--- config.mk ---
export PLATFORM = sky130hd
export DESIGN_NAME = control_fsm
export DESIGN_NICKNAME = d
export VERILOG_FILES = /design/src/rtl/riscv_pkg.sv /design/src/rtl/control_fsm_alu_decoder.sv /design/src/rtl/control_fsm.sv
export SDC_FILE = /design/constraint.sdc
export NUM_CORES = 1
export LEC_CHECK = 0
export ABC_CLOCK_PERIOD_IN_PS = 2150
export CAP_MARGIN = 20
export CORE_UTILIZATION = 42
export CTS_CLUSTER_DIAMETER = 150
export DETAILED_ROUTE_END_ITERATION = 8
export PLACE_DENSITY_LB_ADDON = 0.2
export SETUP_SLACK_MARGIN = 0.5
export SYNTH_ARGS = -nofsm -noshare
export SYNTH_HDL_FRONTEND = slang
export SYNTH_SLANG_ARGS = --single-unit
--- constraint.sdc ---
create_clock -name clk -period 2.15 [get_ports clk]
set_input_delay 0.3225 -clock clk [delete_from_list [all_inputs] [get_ports clk]]
set_output_delay 0.3225 -clock clk [all_outputs]
set_load 0.005 [all_outputs]
--- src/rtl/riscv_pkg.sv ---
// Shared RV32I controller definitions: ALU operation codes (also used by the
// ALU), opcode values, controller state encoding, immediate formats and the
// datapath select encodings driven by control_fsm.
package riscv_pkg;

    // ALU operation code, shared with the ALU.
    typedef enum logic [3:0] {
        ALU_ADD  = 4'd0,
        ALU_SUB  = 4'd1,
        ALU_AND  = 4'd2,
        ALU_OR   = 4'd3,
        ALU_XOR  = 4'd4,
        ALU_SLT  = 4'd5,
        ALU_SLTU = 4'd6,
        ALU_SLL  = 4'd7,
        ALU_SRL  = 4'd8,
        ALU_SRA  = 4'd9
    } alu_ctrl_e;

    // Major opcodes.
    localparam logic [6:0] OP_LOAD   = 7'b0000011;
    localparam logic [6:0] OP_STORE  = 7'b0100011;
    localparam logic [6:0] OP_RTYPE  = 7'b0110011;
    localparam logic [6:0] OP_ITYPE  = 7'b0010011;
    localparam logic [6:0] OP_BRANCH = 7'b1100011;
    localparam logic [6:0] OP_JAL    = 7'b1101111;
    localparam logic [6:0] OP_JALR   = 7'b1100111;
    localparam logic [6:0] OP_LUI    = 7'b0110111;
    localparam logic [6:0] OP_AUIPC  = 7'b0010111;

    // Controller states.
    typedef enum logic [3:0] {
        S_FETCH, S_DECODE, S_MEMADR, S_MEMREAD, S_MEMWB, S_MEMWRITE,
        S_EXECUTER, S_EXECUTEI, S_ALUWB, S_BRANCH, S_JALR, S_JAL,
        S_LUI, S_AUIPC, S_TRAP
    } state_e;

    // Immediate formats.
    typedef enum logic [2:0] {
        IMM_I = 3'b000,
        IMM_S = 3'b001,
        IMM_B = 3'b010,
        IMM_J = 3'b011,
        IMM_U = 3'b100
    } imm_src_e;

    // Result select.
    localparam logic [1:0] RES_ALUOUT    = 2'b00;
    localparam logic [1:0] RES_DATA      = 2'b01;
    localparam logic [1:0] RES_ALURESULT = 2'b10;

    // ALU A select.
    localparam logic [1:0] SRCA_PC    = 2'b00;
    localparam logic [1:0] SRCA_OLDPC = 2'b01;
    localparam logic [1:0] SRCA_RS1   = 2'b10;
    localparam logic [1:0] SRCA_ZERO  = 2'b11;

    // ALU B select.
    localparam logic [1:0] SRCB_RS2  = 2'b00;
    localparam logic [1:0] SRCB_IMM  = 2'b01;
    localparam logic [1:0] SRCB_FOUR = 2'b10;

    // How the ALU operation is chosen in the current state.
    typedef enum logic [1:0] {
        ALUC_ADD,
        ALUC_FUNCT,
        ALUC_BRANCH
    } alu_class_e;

    // Immediate format depends on the opcode only.
    function automatic imm_src_e imm_src_of(input logic [6:0] op);
        case (op)
            OP_STORE:         return IMM_S;
            OP_BRANCH:        return IMM_B;
            OP_JAL:           return IMM_J;
            OP_LUI, OP_AUIPC: return IMM_U;
            default:          return IMM_I;
        endcase
    endfunction

endpackage

--- src/rtl/control_fsm_alu_decoder.sv ---
// alu_decoder: combinational ALU operation selection.
//   cls_i         - how the current state uses the ALU (fixed add, funct, branch)
//   funct3_i      - instruction[14:12]
//   funct7b5_i    - instruction[30]
//   op5_i         - opcode bit 5; 1 = R-type, 0 = I-type ALU
//   alu_control_o - ALU operation code
module alu_decoder
    import riscv_pkg::*;
(
    input  alu_class_e  cls_i,
    input  logic [2:0]  funct3_i,
    input  logic        funct7b5_i,
    input  logic        op5_i,
    output alu_ctrl_e   alu_control_o
);

    always_comb begin
        alu_control_o = ALU_ADD;
        case (cls_i)
            ALUC_FUNCT: begin
                case (funct3_i)
                    // funct7b5 of an I-type is immediate bit 10, so only R-type subtracts
                    3'b000:  alu_control_o = (op5_i && funct7b5_i) ? ALU_SUB : ALU_ADD;
                    3'b001:  alu_control_o = ALU_SLL;
                    3'b010:  alu_control_o = ALU_SLT;
                    3'b011:  alu_control_o = ALU_SLTU;
                    3'b100:  alu_control_o = ALU_XOR;
                    3'b101:  alu_control_o = funct7b5_i ? ALU_SRA : ALU_SRL;
                    3'b110:  alu_control_o = ALU_OR;
                    default: alu_control_o = ALU_AND;
                endcase
            end
            ALUC_BRANCH: begin
                case (funct3_i[2:1])
                    2'b00:   alu_control_o = ALU_SUB;
                    2'b10:   alu_control_o = ALU_SLT;
                    2'b11:   alu_control_o = ALU_SLTU;
                    default: alu_control_o = ALU_ADD;
                endcase
            end
            default: alu_control_o = ALU_ADD;
        endcase
    end

endmodule

--- src/rtl/control_fsm.sv ---
// control_fsm: multicycle RV32I main controller (Moore FSM).
//   clk, rst_n              - clock, asynchronous active-low reset
//   op, funct3, funct7b5    - latched instruction fields
//   Zero                    - ALU zero flag (branch resolution)
//   mem_ready               - memory access completes this cycle
//   PCWrite, IRWrite, MemWrite, RegWrite - write enables
//   AdrSrc, ResultSrc, ALUSrcA, ALUSrcB, ImmSrc - datapath selects
//   ALU_control             - ALU operation code
//   illegal                 - sticky trap indicator (held until reset)
module control_fsm
    import riscv_pkg::*;
(
    input  logic       clk,
    input  logic       rst_n,
    input  logic [6:0] op,
    input  logic [2:0] funct3,
    input  logic       funct7b5,
    input  logic       Zero,
    input  logic       mem_ready,
    output logic       PCWrite,
    output logic       AdrSrc,
    output logic       IRWrite,
    output logic       MemWrite,
    output logic       RegWrite,
    output logic [1:0] ResultSrc,
    output logic [1:0] ALUSrcA,
    output logic [1:0] ALUSrcB,
    output logic [2:0] ImmSrc,
    output logic [3:0] ALU_control,
    output logic       illegal
);

    state_e     state_q, state_d;
    alu_class_e alu_class;
    alu_ctrl_e  alu_ctrl;

    always_ff @(posedge clk or negedge rst_n) begin
        if (!rst_n) state_q <= S_FETCH;
        else        state_q <= state_d;
    end

    always_comb begin
        state_d = state_q;
        case (state_q)
            S_FETCH: if (mem_ready) state_d = S_DECODE;
            S_DECODE: begin
                case (op)
                    OP_LOAD, OP_STORE: state_d = S_MEMADR;
                    OP_RTYPE:          state_d = S_EXECUTER;
                    OP_ITYPE:          state_d = S_EXECUTEI;
                    OP_BRANCH:         state_d = (funct3[2:1] == 2'b01) ? S_TRAP : S_BRANCH;
                    OP_JAL:            state_d = S_JAL;
                    OP_JALR:           state_d = S_JALR;
                    OP_LUI:            state_d = S_LUI;
                    OP_AUIPC:          state_d = S_AUIPC;
                    default:           state_d = S_TRAP;
                endcase
            end
            // only loads and stores reach MEMADR; op[5] separates them
            S_MEMADR:   state_d = op[5] ? S_MEMWRITE : S_MEMREAD;
            S_MEMREAD:  if (mem_ready) state_d = S_MEMWB;
            S_MEMWB:    state_d = S_FETCH;
            S_MEMWRITE: if (mem_ready) state_d = S_FETCH;
            S_EXECUTER: state_d = S_ALUWB;
            S_EXECUTEI: state_d = S_ALUWB;
            S_ALUWB:    state_d = S_FETCH;
            S_BRANCH:   state_d = S_FETCH;
            // JALR computes the target, then shares JAL's link/PC-update path
            S_JALR:     state_d = S_JAL;
            S_JAL:      state_d = S_ALUWB;
            S_LUI:      state_d = S_ALUWB;
            S_AUIPC:    state_d = S_ALUWB;
            S_TRAP:     state_d = S_TRAP;
            default:    state_d = S_TRAP;
        endcase
    end

    always_comb begin
        PCWrite   = 1'b0;
        AdrSrc    = 1'b0;
        IRWrite   = 1'b0;
        MemWrite  = 1'b0;
        RegWrite  = 1'b0;
        ResultSrc = RES_ALUOUT;
        ALUSrcA   = SRCA_PC;
        ALUSrcB   = SRCB_RS2;
        alu_class = ALUC_ADD;
        illegal   = 1'b0;
        case (state_q)
            S_FETCH: begin
                ALUSrcB   = SRCB_FOUR;
                ResultSrc = RES_ALURESULT;
                IRWrite   = mem_ready;
                PCWrite   = mem_ready;
            end
            S_DECODE: begin
                ALUSrcA = SRCA_OLDPC;
                ALUSrcB = SRCB_IMM;
            end
            S_MEMADR: begin
                ALUSrcA = SRCA_RS1;
                ALUSrcB = SRCB_IMM;
            end
            S_MEMREAD: AdrSrc = 1'b1;
            S_MEMWB: begin
                ResultSrc = RES_DATA;
                RegWrite  = 1'b1;
            end
            S_MEMWRITE: begin
                AdrSrc   = 1'b1;
                MemWrite = 1'b1;
            end
            S_EXECUTER: begin
                ALUSrcA   = SRCA_RS1;
                ALUSrcB   = SRCB_RS2;
                alu_class = ALUC_FUNCT;
            end
            S_EXECUTEI: begin
                ALUSrcA   = SRCA_RS1;
                ALUSrcB   = SRCB_IMM;
                alu_class = ALUC_FUNCT;
            end
            S_ALUWB: RegWrite = 1'b1;
            S_BRANCH: begin
                ALUSrcA   = SRCA_RS1;
                ALUSrcB   = SRCB_RS2;
                alu_class = ALUC_BRANCH;
                // funct3[0] inverts the sense; the compare-based branches
                // (funct3[2]) take on a nonzero SLT/SLTU result
                PCWrite   = Zero ^ funct3[0] ^ funct3[2];
            end
            S_JALR: begin
                ALUSrcA = SRCA_RS1;
                ALUSrcB = SRCB_IMM;
            end
            S_JAL: begin
                ALUSrcA = SRCA_OLDPC;
                ALUSrcB = SRCB_FOUR;
                PCWrite = 1'b1;
            end
            S_LUI: begin
                ALUSrcA = SRCA_ZERO;
                ALUSrcB = SRCB_IMM;
            end
            S_AUIPC: begin
                ALUSrcA = SRCA_OLDPC;
                ALUSrcB = SRCB_IMM;
            end
            S_TRAP:  illegal = 1'b1;
            default: illegal = 1'b1;
        endcase
        // state is already FETCH during reset; this only masks the enables
        if (!rst_n) begin
            PCWrite  = 1'b0;
            IRWrite  = 1'b0;
            MemWrite = 1'b0;
            RegWrite = 1'b0;
        end
    end

    alu_decoder u_alu_decoder (
        .cls_i         (alu_class),
        .funct3_i      (funct3),
        .funct7b5_i    (funct7b5),
        .op5_i         (op[5]),
        .alu_control_o (alu_ctrl)
    );

    assign ALU_control = alu_ctrl;
    assign ImmSrc      = imm_src_of(op);

endmodule

==> out/metrics.csv, run 1 <==
metric;value;unit
rows;15;
error;[ERROR DPL-0038] Utilization greater than 100%, impossible to legalize;
cts_sinks;4;
grt_max_degree;10;
place.gp.congestion;0.938;
htree_levels;1;
port_buffers;33;
synthCells;118;
ys_warn_count;0;
cts-root-buf;clkbuf_4;
chipHeight;45.5;um
ys_ff_latch;4;
yosysTopAreaCell;dfrtp_1;
ctsHoldBuffers;0;
dp_hpwl;1850;um
syn_area;793;um2
worst-ep-kind;output port;
io_pins;34;
status;aborted with a tool error;
synth.area.top_cells;dfrtp_1 (13%), a21oi_1 (8.8%), nor2_1 (5.7%);
ys_dominant_reg_cell;dfrtp_1;
clk_path_buf_depth;2;
place_inst;189;
synth_fp_nets;135;
ys_seq_area_share;12.6;%
crit_endpoint;ALU_control[1];
cts_buffers;3;
synth_top_area_share;12.6;%
synthArstFlopShare;100;%
die_w;45.5;um
start_util;45.4;%
avgSynthCellArea;6.72;um2
synth_cell_types;43;
stop_stage;global routing (5_1_grt);
synth-edff-count;0;
pre_cts_ws;-116;ps
## cell usage after synthesis, types with 2 or more instances
library cell / number
o21ai_0: 6
nand2_1: 8
o211ai_1: 3
ha_1: 2
nor4_1: 2
nor3_1: 5
buf_2: 7
o22ai_1: 2
xor2_1: 2
and2_1: 2
a2bb2oi_1: 2
nand3b_1: 4
inv_1: 6
nand2b_1: 3
dfrtp_1: 4
a21o_1: 2
nor2b_1: 3
a21oi_1: 14
nor3b_1: 4
nand3_1: 2
nor2_1: 12
buf_4: 2
## timing repair
action,in CTS
endpoints found under the hold margin,0
endpoints found under the setup margin,21
gates cloned,1
gates resized for setup,106
pin swaps,19
setup buffers,22
## through the flow
step	setup TNS (ps)	utilization [%]	hold WS [ps]	instance area (um2)
floorplan	0	-	26.9	822
global placement	-163	73.5	717	1280
detailed placement	-305	73.5	729	1280
CTS	0	87.2	478	1520
## kinds of logic after synthesis
kind of cell | count (synthesis) | synth area share [%]
simple gates | 55 | 39.4
compound gates | 37 | 29.7
buf+inv | 16 | 10.6
flops | 4 | 12.6
xor+xnor | 3 | 3.31
fa+ha+maj | 2 | 3.15
mux | 1 | 1.26
==> run 2, diff against run 1 <==
--- a/config.mk
+++ b/config.mk
@@ -7,11 +7,10 @@
 export LEC_CHECK = 0
 export ABC_CLOCK_PERIOD_IN_PS = 2150
 export CAP_MARGIN = 20
-export CORE_UTILIZATION = 42
-export CTS_CLUSTER_DIAMETER = 150
+export CORE_AREA = 2 2 63 65
 export DETAILED_ROUTE_END_ITERATION = 8
-export PLACE_DENSITY_LB_ADDON = 0.2
-export SETUP_SLACK_MARGIN = 0.5
+export DIE_AREA = 0 0 65 67
+export PLACE_DENSITY_LB_ADDON = 0.15
 export SYNTH_ARGS = -nofsm -noshare
 export SYNTH_HDL_FRONTEND = slang
 export SYNTH_SLANG_ARGS = --single-unit
==> run 2 against run 1 <==
Compared with the run above:
- area after synthesis stayed put
- the run now ends clean
- synthesized cell count unchanged
==> out/metrics.csv, run 2 <==
metric;value;unit;change
timing.final.crit_share;95.9;%;
yosysTopAreaCell;dfrtp_1;;unchanged
reg2reg_slack;820;ps;
setup_ws;88.0;ps;
wl_met2;1160;um;
fmax;485;MHz;
dieArea;4360;um2;
grt_use_total;12.1;%;
drt-met1-wl;1110;um;
cp.required;1830;ps;
synth.most_common_cell;a21oi_1;;unchanged
start_util;22.0;%;was 45.4%
synthArstFlopShare;100;%;unchanged
p_per_area;832;nW/um2;
ys_dominant_reg_cell;dfrtp_1;;unchanged
final.min_clock_period;2060;ps;
worstPathMaxFanout;15;;
chipHeight;67;um;was 45.5 um
reg.largest.list;state_q x4;;
rsz0062_at_grt;yes;;
path_clk_slew;30;ps;
avgSynthCellArea;6.72;um2;unchanged
most-common-layout-cells;buf_4 (28), clkdlybuf4s50_1 (18), a21oi_1 (12);;
core;3610;um2;
p_leak;0.000684;uW;
ir_drop;214;uV;
hold_class;in -> async;;
syn_area;793;um2;unchanged
synthCells;118;;unchanged
pre_cts_ws;-210;ps;was -116 ps
largest_reg_flops;4;;
grt_max_degree;18;;
grt_antenna_before_repair;0;;
avgViaCountPerCell;4.80;;
ys_seq_area_share;12.6;%;unchanged
place_inst;217;;was 189
cp_slowest_cell;clkdlybuf4s50_1;;
synth.area.top_cells;dfrtp_1 (13%), a21oi_1 (8.8%), nor2_1 (5.7%);;unchanged
status;complete, no violations;;was aborted with a tool error
drtIter0Drc;22;;
critPathBufInv;3;;
wl_per_cell;11.3;um;
cts_buffers;3;;unchanged
synth-edff-count;0;;unchanged
setup_viol;0;;
max_stage_delay;510;ps;
grt_pass1_vias;987;;
die_w;65;um;was 45.5 um
cts_sinks;4;;unchanged
cp_cell_sequence;buf_4 > buf_6 > nor2_2 > nand2_1 > nor2_1 > clkdlybuf4s50_1;;
place.gp.congestion;0.742;;was 0.938
synth_commonest_cells;a21oi_1 (14), nor2_1 (12), nand2_1 (8);;unchanged
finClkSkew;4.05;ps;
met3WireLength;159;um;
fin_nets;193;;
htree_levels;1;;unchanged
grt_overflow_total;0;;
maxCapViolations;0;;
synth_cell_types;43;;unchanged
ys_ff_latch;4;;unchanged
worst_ep_arrival_time;1740;ps;
drc;0;;
drive_gt1_share;29.9;%;
clk-insertion-delay-late;220;ps;
whs;477;ps;
via_count;1066;;
worstSetupStartpointType;register;;
end_kind;primary output;;
cts-root-buf;clkbuf_8;;was clkbuf_4
final_common_cell;buf_4;;
power;1200;uW;
topRoutingLayerUsed;met4;;
critPathKind;reg -> out;;
tightest_slew;264;ps;
rows;22;;was 15
firstDrtPassIters;4;;
slew_violations;0;;
synth_top_area_share;12.6;%;unchanged
io_pins;34;;unchanged
diodes;0;;
largest-register;state_q;;
clk_path_buf_depth;2;;unchanged
critPathTopFamily;buffers and inverters;;
syn_to_final_growth;81.7;%;
port_buffers;33;;unchanged
instances_no_fill;222;;
slew_headroom;82.1;%;
ctsHoldBuffers;0;;unchanged
drt-total-wl;2500;um;
grt_pass1_wl;4170;um;
hold_violations;0;;
cts_tree;built;;
postRouteAntennaNets;0;;
synth_fp_nets;135;;unchanged
ys_warn_count;0;;unchanged
dp_hpwl;1980;um;was 1850 um
## run 2: cell counts after synthesis
Identical to the previous run, type by type.
## run 2: cell families after synthesis
logic type / after synthesis / share of synthesized area (%)
XOR/XNOR: 3 / 3.31
AO/OA/AOI/OAI: 37 / 29.7
buffers and inverters: 16 / 10.6
AND/OR/NAND/NOR: 55 / 39.4
adder cells (fa/ha/maj): 2 / 3.15
flip-flops: 4 / 12.6
multiplexers: 1 / 1.26
## run 2: layout make-up
cell class / count / area [um2]
clock buffers: 3 / 41.3
fillers: 387 / 2160
inverters: 6 / 22.5
multi-input cells: 98 / 658
flip-flops and latches: 4 / 100
well taps: 48 / 60.1
repair buffers: 63 / 559
## run 2: report_power, final
group          total, uW  switching, uW  internal (uW)  leakage, uW
registers            134           26.1            108    0.0000514
clock network        157           37.6            119    0.0000216
logic                909            425            484     0.000611
## run 2: final timing paths
kind	from	endpoint	cells after the start
worst max-delay path	state_q[1]$_DFFE_PN0P_	IRWrite	6
worst min-delay path	rst_n	state_q[3]$_DFFE_PN0P_	2
worst max register to register	state_q[3]$_DFFE_PN0P_	state_q[0]$_DFFE_PN0P_	5
worst min register to register	state_q[3]$_DFFE_PN0P_	state_q[2]$_DFFE_PN0P_	2
max in group asynchronous	rst_n	state_q[0]$_DFFE_PN0P_	2
min in group clk	op[3]	state_q[1]$_DFFE_PN0P_	4
## run 2: per-layer routing
metal	global-route usage, %	up-vias
met5	0	-
met4	6.65	0
met3	1.69	8
met2	21.1	44
met1	14.3	478
li1	-	536
## run 2: timing repair
action,in CTS,in global routing
setup buffers,2,0
endpoints found under the setup margin,10,10
cloned,0,0
resized for setup,20,14
pin swaps,3,2
## run 2: metrics by stage
stage / area (um2) / util (%) / TNS, ps
after CTS: 1420 / 39.3 / -3.43
final: 1440 / 40.0 / 0
after detailed placement: 1330 / 37.0 / -348
after floorplan: 793 / - / 0
after global placement: 1330 / 37.0 / -365
after global routing: 1440 / 40.0 / -36.0
No activity file was read; power rests on OpenSTA's default activity.
==> run 3, diff against run 2 <==
--- a/config.mk
+++ b/config.mk
@@ -10,6 +10,7 @@
 export CORE_AREA = 2 2 63 65
 export DETAILED_ROUTE_END_ITERATION = 8
 export DIE_AREA = 0 0 65 67
+export GPL_ROUTABILITY_DRIVEN = 0
 export PLACE_DENSITY_LB_ADDON = 0.15
 export SYNTH_ARGS = -nofsm -noshare
 export SYNTH_HDL_FRONTEND = slang
==> constraint.sdc (replaced) <==
create_clock -name clk -period 2.15 [get_ports clk]
set_input_delay 0.3225 -clock clk [delete_from_list [all_inputs] [get_ports clk]]
set_output_delay 0.3225 -clock clk [all_outputs]
set_load 0.02 [all_outputs]
==> run 3 against run 2 <==
Compared with the run above:
- maximum frequency down 0.81%
- critical path type unchanged
- utilization down 1.6 points
- global-route usage up 0.52 points
- non-clock buffer count unchanged
- highest routed layer unchanged
- combinational power up 4.7%
- clock skew down 1.9 ps
- first-iteration DRC count down 4.5%
- sequential share of layout area up 0.29 points
- via count down 2.6%
==> out/metrics.csv, run 3 (synthesis results as in run 2) <==
metric;value;unit;change
status;complete, no violations;;unchanged
clk_path_buf_depth;2;;unchanged
path_clk_slew;30;ps;about the same
grt_max_degree;18;;unchanged
grt_pass1_vias;982;;was 987
htree_levels;1;;unchanged
drc;0;;unchanged
worstSetupStartpointType;register;;unchanged
worstPathMaxFanout;15;;unchanged
r2r-end;state_q[0]$_DFFE_PN0P_;;unchanged
via_count;1038;;was 1066
critPathBufInv;2;;was 3
dieArea;4360;um2;unchanged
place_inst;218;;was 217
fin_nets;193;;unchanged
drt-total-wl;2540;um;was 2500 um
slew_violations;0;;unchanged
cp_cell_sequence;buf_4 > xnor2_1 > nor3b_1 > clkdlybuf4s50_1;;was buf_4 > buf_6 > nor2_2 > nand2_1 > nor2_1 > clkdlybuf4s50_1
max_stage_delay;630;ps;was 510 ps
final.min_clock_period;2080;ps;was 2060 ps
clk-insertion-delay-late;220;ps;about the same
chipHeight;67;um;unchanged
ir_drop;312;uV;was 214 uV
grt_antenna_before_repair;0;;unchanged
syn_to_final_growth;74.4;%;was 81.7%
utilization;38.4;%;was 40.0%
timing.final.crit_share;96.7;%;was 95.9%
grt_use_total;12.7;%;was 12.1%
reg2reg_depth;5;;unchanged
cts_tree;built;;unchanged
drtIter0Drc;21;;was 22
p_leak;0.000659;uW;was 0.000684 uW
largest-register;state_q;;unchanged
worst_ep_arrival_time;1760;ps;was 1740 ps
avgViaCountPerCell;4.68;;was 4.80
grt_pass1_wl;4240;um;was 4170 um
dp_hpwl;2020;um;was 1980 um
critPathTopFamily;buffers and inverters;;unchanged
core;3610;um2;unchanged
diodes;0;;unchanged
cts_sinks;4;;unchanged
end_kind;primary output;;unchanged
cp.required;1830;ps;about the same
slew_headroom;82.0;%;was 82.1%
rows;22;;unchanged
io_pins;34;;unchanged
p_per_area;898;nW/um2;was 832 nW/um2
postRouteAntennaNets;0;;unchanged
fmax;481;MHz;was 485 MHz
nFillCells;401;;was 387
wl_per_cell;11.4;um;was 11.3 um
power;1240;uW;was 1200 uW
worstReg2RegStart;state_q[2]$_DFFE_PN0P_;;was state_q[3]$_DFFE_PN0P_
cts_buffers;3;;unchanged
final_common_cell;buf_4;;unchanged
hold_class;in -> async;;unchanged
port_buffers;33;;unchanged
maxCapViolations;0;;unchanged
firstDrtPassIters;4;;unchanged
grt_overflow_total;0;;unchanged
most-common-layout-cells;buf_4 (31), clkdlybuf4s50_1 (16), a21oi_1 (13);;was buf_4 (28), clkdlybuf4s50_1 (18), a21oi_1 (12)
drive_gt1_share;26.4;%;was 29.9%
tightest_slew;266;ps;was 264 ps
critPathKind;reg -> out;;unchanged
largest_reg_flops;4;;unchanged
rsz0062_at_grt;yes;;unchanged
instances_no_fill;222;;unchanged
setup_viol;0;;unchanged
cts-root-buf;clkbuf_8;;unchanged
cp_slowest_cell;clkdlybuf4s50_1;;unchanged
die_w;65;um;unchanged
tns;0;ps;unchanged
start_util;22.0;%;unchanged
finClkSkew;2.17;ps;was 4.05 ps
reg.largest.list;state_q x4;;unchanged
hold_violations;0;;unchanged
reg2reg_slack;710;ps;was 820 ps
whs;492;ps;was 477 ps
==> run 3: cell count changes in the layout (fill, tap and decap cells not counted), sizes merged <==
cell,before,now
dlymetal6s2s,6,4
clkdlybuf4s50,18,16
dlygate4sd2,7,8
clkdlybuf4s15,0,1
buf,30,32
==> run 3: timing repair <==
action,in CTS,in global routing
hold buffers,0,0
gates resized for setup,21,13
setup endpoints to repair,13,8
pin swaps,1,0
buffers inserted,1,0
gates cloned,0,0
==> run 3: through the flow <==
step	cell area, um2	worst slack (ps)
final	1380	71.3
after global routing	1380	-7.90
after CTS	1380	13.3
after detailed placement	1340	-298
after global placement	1340	-289
after floorplan	793	24.1
==> run 3: power by group <==
part | leakage [uW] | switching [uW] | internal [uW] | total, uW
clock network | 0.0000216 | 35.9 | 119 | 155
logic | 0.000586 | 512 | 440 | 952
registers | 0.0000514 | 27.7 | 108 | 135
total | 0.000659 | 576 | 667 | 1240
==> run 3: layer usage <==
| layer | wire, um | part of all wire (%) | vias to the layer above | GRT usage, % |
|---|---|---|---|---|
| met2 | 1200 | 47 | 36 | 22.9 |
| met4 | 31 | 1.2 | 0 | 5.59 |
| met3 | 174 | 6.9 | 4 | 3.04 |
| li1 | - | - | 535 | - |
| met5 | 0 | 0 | - | 0 |
| met1 | 1130 | 45 | 463 | 13.9 |
==> run 3: area by class of cell <==
cell class | count | area, um2 | area share, %
sequential | 4 | 100 | 7.23
tap | 48 | 60.1 | 4.34
multi-input combinational | 98 | 621 | 44.8
timing repair buffer | 63 | 539 | 39.0
inverter | 6 | 22.5 | 1.63
clock buffer | 3 | 41.3 | 2.98
==> run 3: worst register-to-register path: stages (launching register included) <==
cell,delay [ps]
dfrtp_1,390
buf_4,210
nor2_1,200
buf_4,150
nand2_1,90
o31ai_1,290
==> run 3: how the worst max path moves through the flow <==
| stage | start | end | slack, ps | cells past startpoint |
|---|---|---|---|---|
| after floorplan | state_q[2]$_DFFE_PN0P_ | ALU_control[2] | 20 | 8 |
| after global placement | funct3[0] | PCWrite | -290 | 6 |
| after detailed placement | funct3[0] | PCWrite | -300 | 6 |
| after CTS | state_q[2]$_DFFE_PN0P_ | ALUSrcA[1] | 10 | 5 |
| after global routing | state_q[3]$_DFFE_PN0P_ | ALU_control[2] | -8 | 8 |
| final | state_q[1]$_DFFE_PN0P_ | AdrSrc | 70 | 4 |
==> run 4, diff against run 3 <==
--- a/config.mk
+++ b/config.mk
@@ -5,7 +5,7 @@
 export SDC_FILE = /design/constraint.sdc
 export NUM_CORES = 1
 export LEC_CHECK = 0
-export ABC_CLOCK_PERIOD_IN_PS = 2150
+export ABC_CLOCK_PERIOD_IN_PS = 1700
 export CAP_MARGIN = 20
 export CORE_AREA = 2 2 63 65
 export DETAILED_ROUTE_END_ITERATION = 8
==> constraint.sdc (replaced) <==
create_clock -name clk -period 1.7 [get_ports clk]
set_input_delay 0.255 -clock clk [delete_from_list [all_inputs] [get_ports clk]]
set_output_delay 0.255 -clock clk [all_outputs]
set_load 0.02 [all_outputs]
==> run 4 against run 3 <==
Compared with the run above:
- clock skew is 0.68 ps lower
- critical path type unchanged
- largest power group unchanged
- count of clock-buffer cells in the layout unchanged
- wire length rose by 5.2%
- the flow now finishes with violations (setup timing)
- cell count rose by 4.1%
==> out/metrics.csv, run 4 (synthesis results as in run 2) <==
metric;value;unit;change
grt_overflow_total;0;;unchanged
maxCapViolations;0;;unchanged
critPathKind;reg -> out;;unchanged
drt-total-wl;2670;um;was 2540 um
ir_drop;352;uV;was 312 uV
drive_gt1_share;45.9;%;was 26.4%
pwr-share-seq;10.0;%;was 10.9%
worstSetupStartpointType;register;;unchanged
largest-register;state_q;;unchanged
cp.required;1440;ps;was 1830 ps
hold_class;in -> async;;unchanged
critPathBufInv;2;;unchanged
ctsHoldBuffers;0;;unchanged
postRouteAntennaNets;0;;unchanged
finClkSkew;1.48;ps;was 2.17 ps
avgViaCountPerCell;4.68;;about the same
grt_pass1_wl;4530;um;was 4240 um
htree_levels;1;;unchanged
hold_violations;0;;unchanged
grt_max_degree;15;;was 18
worst_ep_arrival_time;1680;ps;was 1760 ps
dieArea;4360;um2;unchanged
end_kind;primary output;;unchanged
p_per_area;1140;nW/um2;was 898 nW/um2
firstDrtPassIters;4;;unchanged
critical_path_cell_count;7;;was 4
cts_buffers;3;;unchanged
seq_area;101;um2;was 100 um2
port_buffers;33;;unchanged
grt_use_total;12.9;%;was 12.7%
fin_nets;202;;was 193
critPathTopFamily;flip-flops;;was buffers and inverters
die_w;65;um;unchanged
most-common-layout-cells;buf_4 (43), a21oi_1 (10), nor2_1 (9);;was buf_4 (31), clkdlybuf4s50_1 (16), a21oi_1 (13)
cts_sinks;4;;unchanged
swShare;45.6;%;was 46.3%
core;3610;um2;unchanged
chipHeight;67;um;unchanged
timing.final.crit_share;114;%;
p_clk_share;11.2;%;was 12.5%
worstPathMaxFanout;4;;was 15
violations;setup timing;;
cp_cell_sequence;nor2b_4 > nand3b_1 > ha_4 > buf_6 > o211ai_1 > a21oi_2 > buf_6;;was buf_4 > xnor2_1 > nor3b_1 > clkdlybuf4s50_1
io_pins;34;;unchanged
p_sw;806;uW;was 576 uW
worstReg2RegStart;state_q[2]$_DFFE_PN0P_;;unchanged
largest_reg_flops;4;;unchanged
grt_antenna_before_repair;0;;unchanged
status;finished with violations;;was complete, no violations
final_common_cell;buf_4;;unchanged
start_util;22.0;%;unchanged
syn_to_final_growth;95.0;%;was 74.4%
clk_path_buf_depth;2;;unchanged
drtIter0Drc;23;;was 21
reg.largest.list;state_q x4;;unchanged
p_int;960;uW;was 667 uW
clk-insertion-delay-late;220;ps;about the same
final.min_clock_period;1930;ps;
path_common_cell;buf_6;;
nFillCells;364;;was 401
rsz0062_at_grt;yes;;unchanged
multi_input_area;729;um2;was 621 um2
slew_headroom;80.0;%;was 82.0%
wl_per_cell;11.6;um;was 11.4 um
tightest_slew;300;ps;was 266 ps
path_clk_slew;30;ps;about the same
cts_tree;built;;unchanged
slew_violations;0;;unchanged
combPwrFrac;78.8;%;was 76.6%
drc;0;;unchanged
tns;-914;ps;was 0 ps
p_leak;0.000726;uW;was 0.000659 uW
reg2reg_depth;6;;was 5
setup_viol;8;;was 0
max_stage_delay;400;ps;was 630 ps
r2r-end;state_q[1]$_DFFE_PN0P_;;was state_q[0]$_DFFE_PN0P_
cp_slowest_cell;dfrtp_1;;was clkdlybuf4s50_1
setup_ws;-232;ps;was 71.3 ps
cts-root-buf;clkbuf_8;;unchanged
reg2reg_slack;330;ps;was 710 ps
fmax;518;MHz;
grt_pass1_vias;1110;;was 982
power;1770;uW;was 1240 uW
dp_hpwl;2140;um;was 2020 um
rows;22;;unchanged
diodes;0;;unchanged
via_count;1081;;was 1038
pre_cts_ws;-516;ps;was -298 ps
==> run 4: cell count changes in the layout (fill, tap and decap cells not counted), moves of 2 or more <==
cell	change
buf_4	+12
a21oi_2	+2
clkdlybuf4s50_1	-10
nor2b_4	+2
a21oi_1	-3
dlymetal6s2s_1	+2
nor3_1	-2
buf_6	+5
nor2_1	-3
dlygate4sd2_1	-5
buf_2	+6
ha_4	+2
nor2_2	+2
==> run 4: layout make-up <==
type	instances	area share, %
multi-input cells	98	47.2
inverters	6	1.46
repair buffers	72	38.3
flip-flops and latches	4	6.55
well taps	48	3.88
clock buffers	3	2.67
==> run 4: power by group through the flow <==
stage               sequential [uW]  combinational (uW)  clock [uW]
floorplan                       153                 800           0
global placement                174                1340           0
detailed placement              172                1360           0
CTS                             176                1360         201
global route                    182                1530         214
finish                          177                1390         198
==> run 4: worst max-delay path by stage <==
stage                      startpoint              to  slack, ps
2_1_floorplan  state_q[3]$_DFFE_PN0P_  ALU_control[2]         -1
3_3_place_gp                funct3[0]         PCWrite       -500
3_5_place_dp                funct3[0]         PCWrite       -520
4_1_cts        state_q[1]$_DFFE_PN0P_  ALU_control[1]       -230
5_1_grt        state_q[1]$_DFFE_PN0P_  ALU_control[1]       -330
6_report       state_q[1]$_DFFE_PN0P_  ALU_control[1]       -230
==> run 4: what timing repair did <==
action                                  in CTS  in global routing
pin swaps                                    9                  5
gates cloned                                 0                  0
setup buffers                                1                  1
endpoints found under the setup margin      20                 18
resized for setup                           95                 27
==> run 4: per-layer routing <==
layer	global-route usage, %	up-vias	routed length [um]
li1	-	558	-
met1	13.6	498	1210
met2	26.5	25	1380
met3	1.18	0	86
met4	3.99	0	0
met5	0	-	0
==> run 4: through the flow <==
stage	instances	area, um2	utilization, %	hold WS [ps]
after floorplan	118	831	-	-40.6
after global placement	228	1450	40.1	670
after detailed placement	228	1450	40.1	688
after CTS	231	1490	41.3	465
after global routing	231	1550	42.9	464
final	231	1550	42.9	449
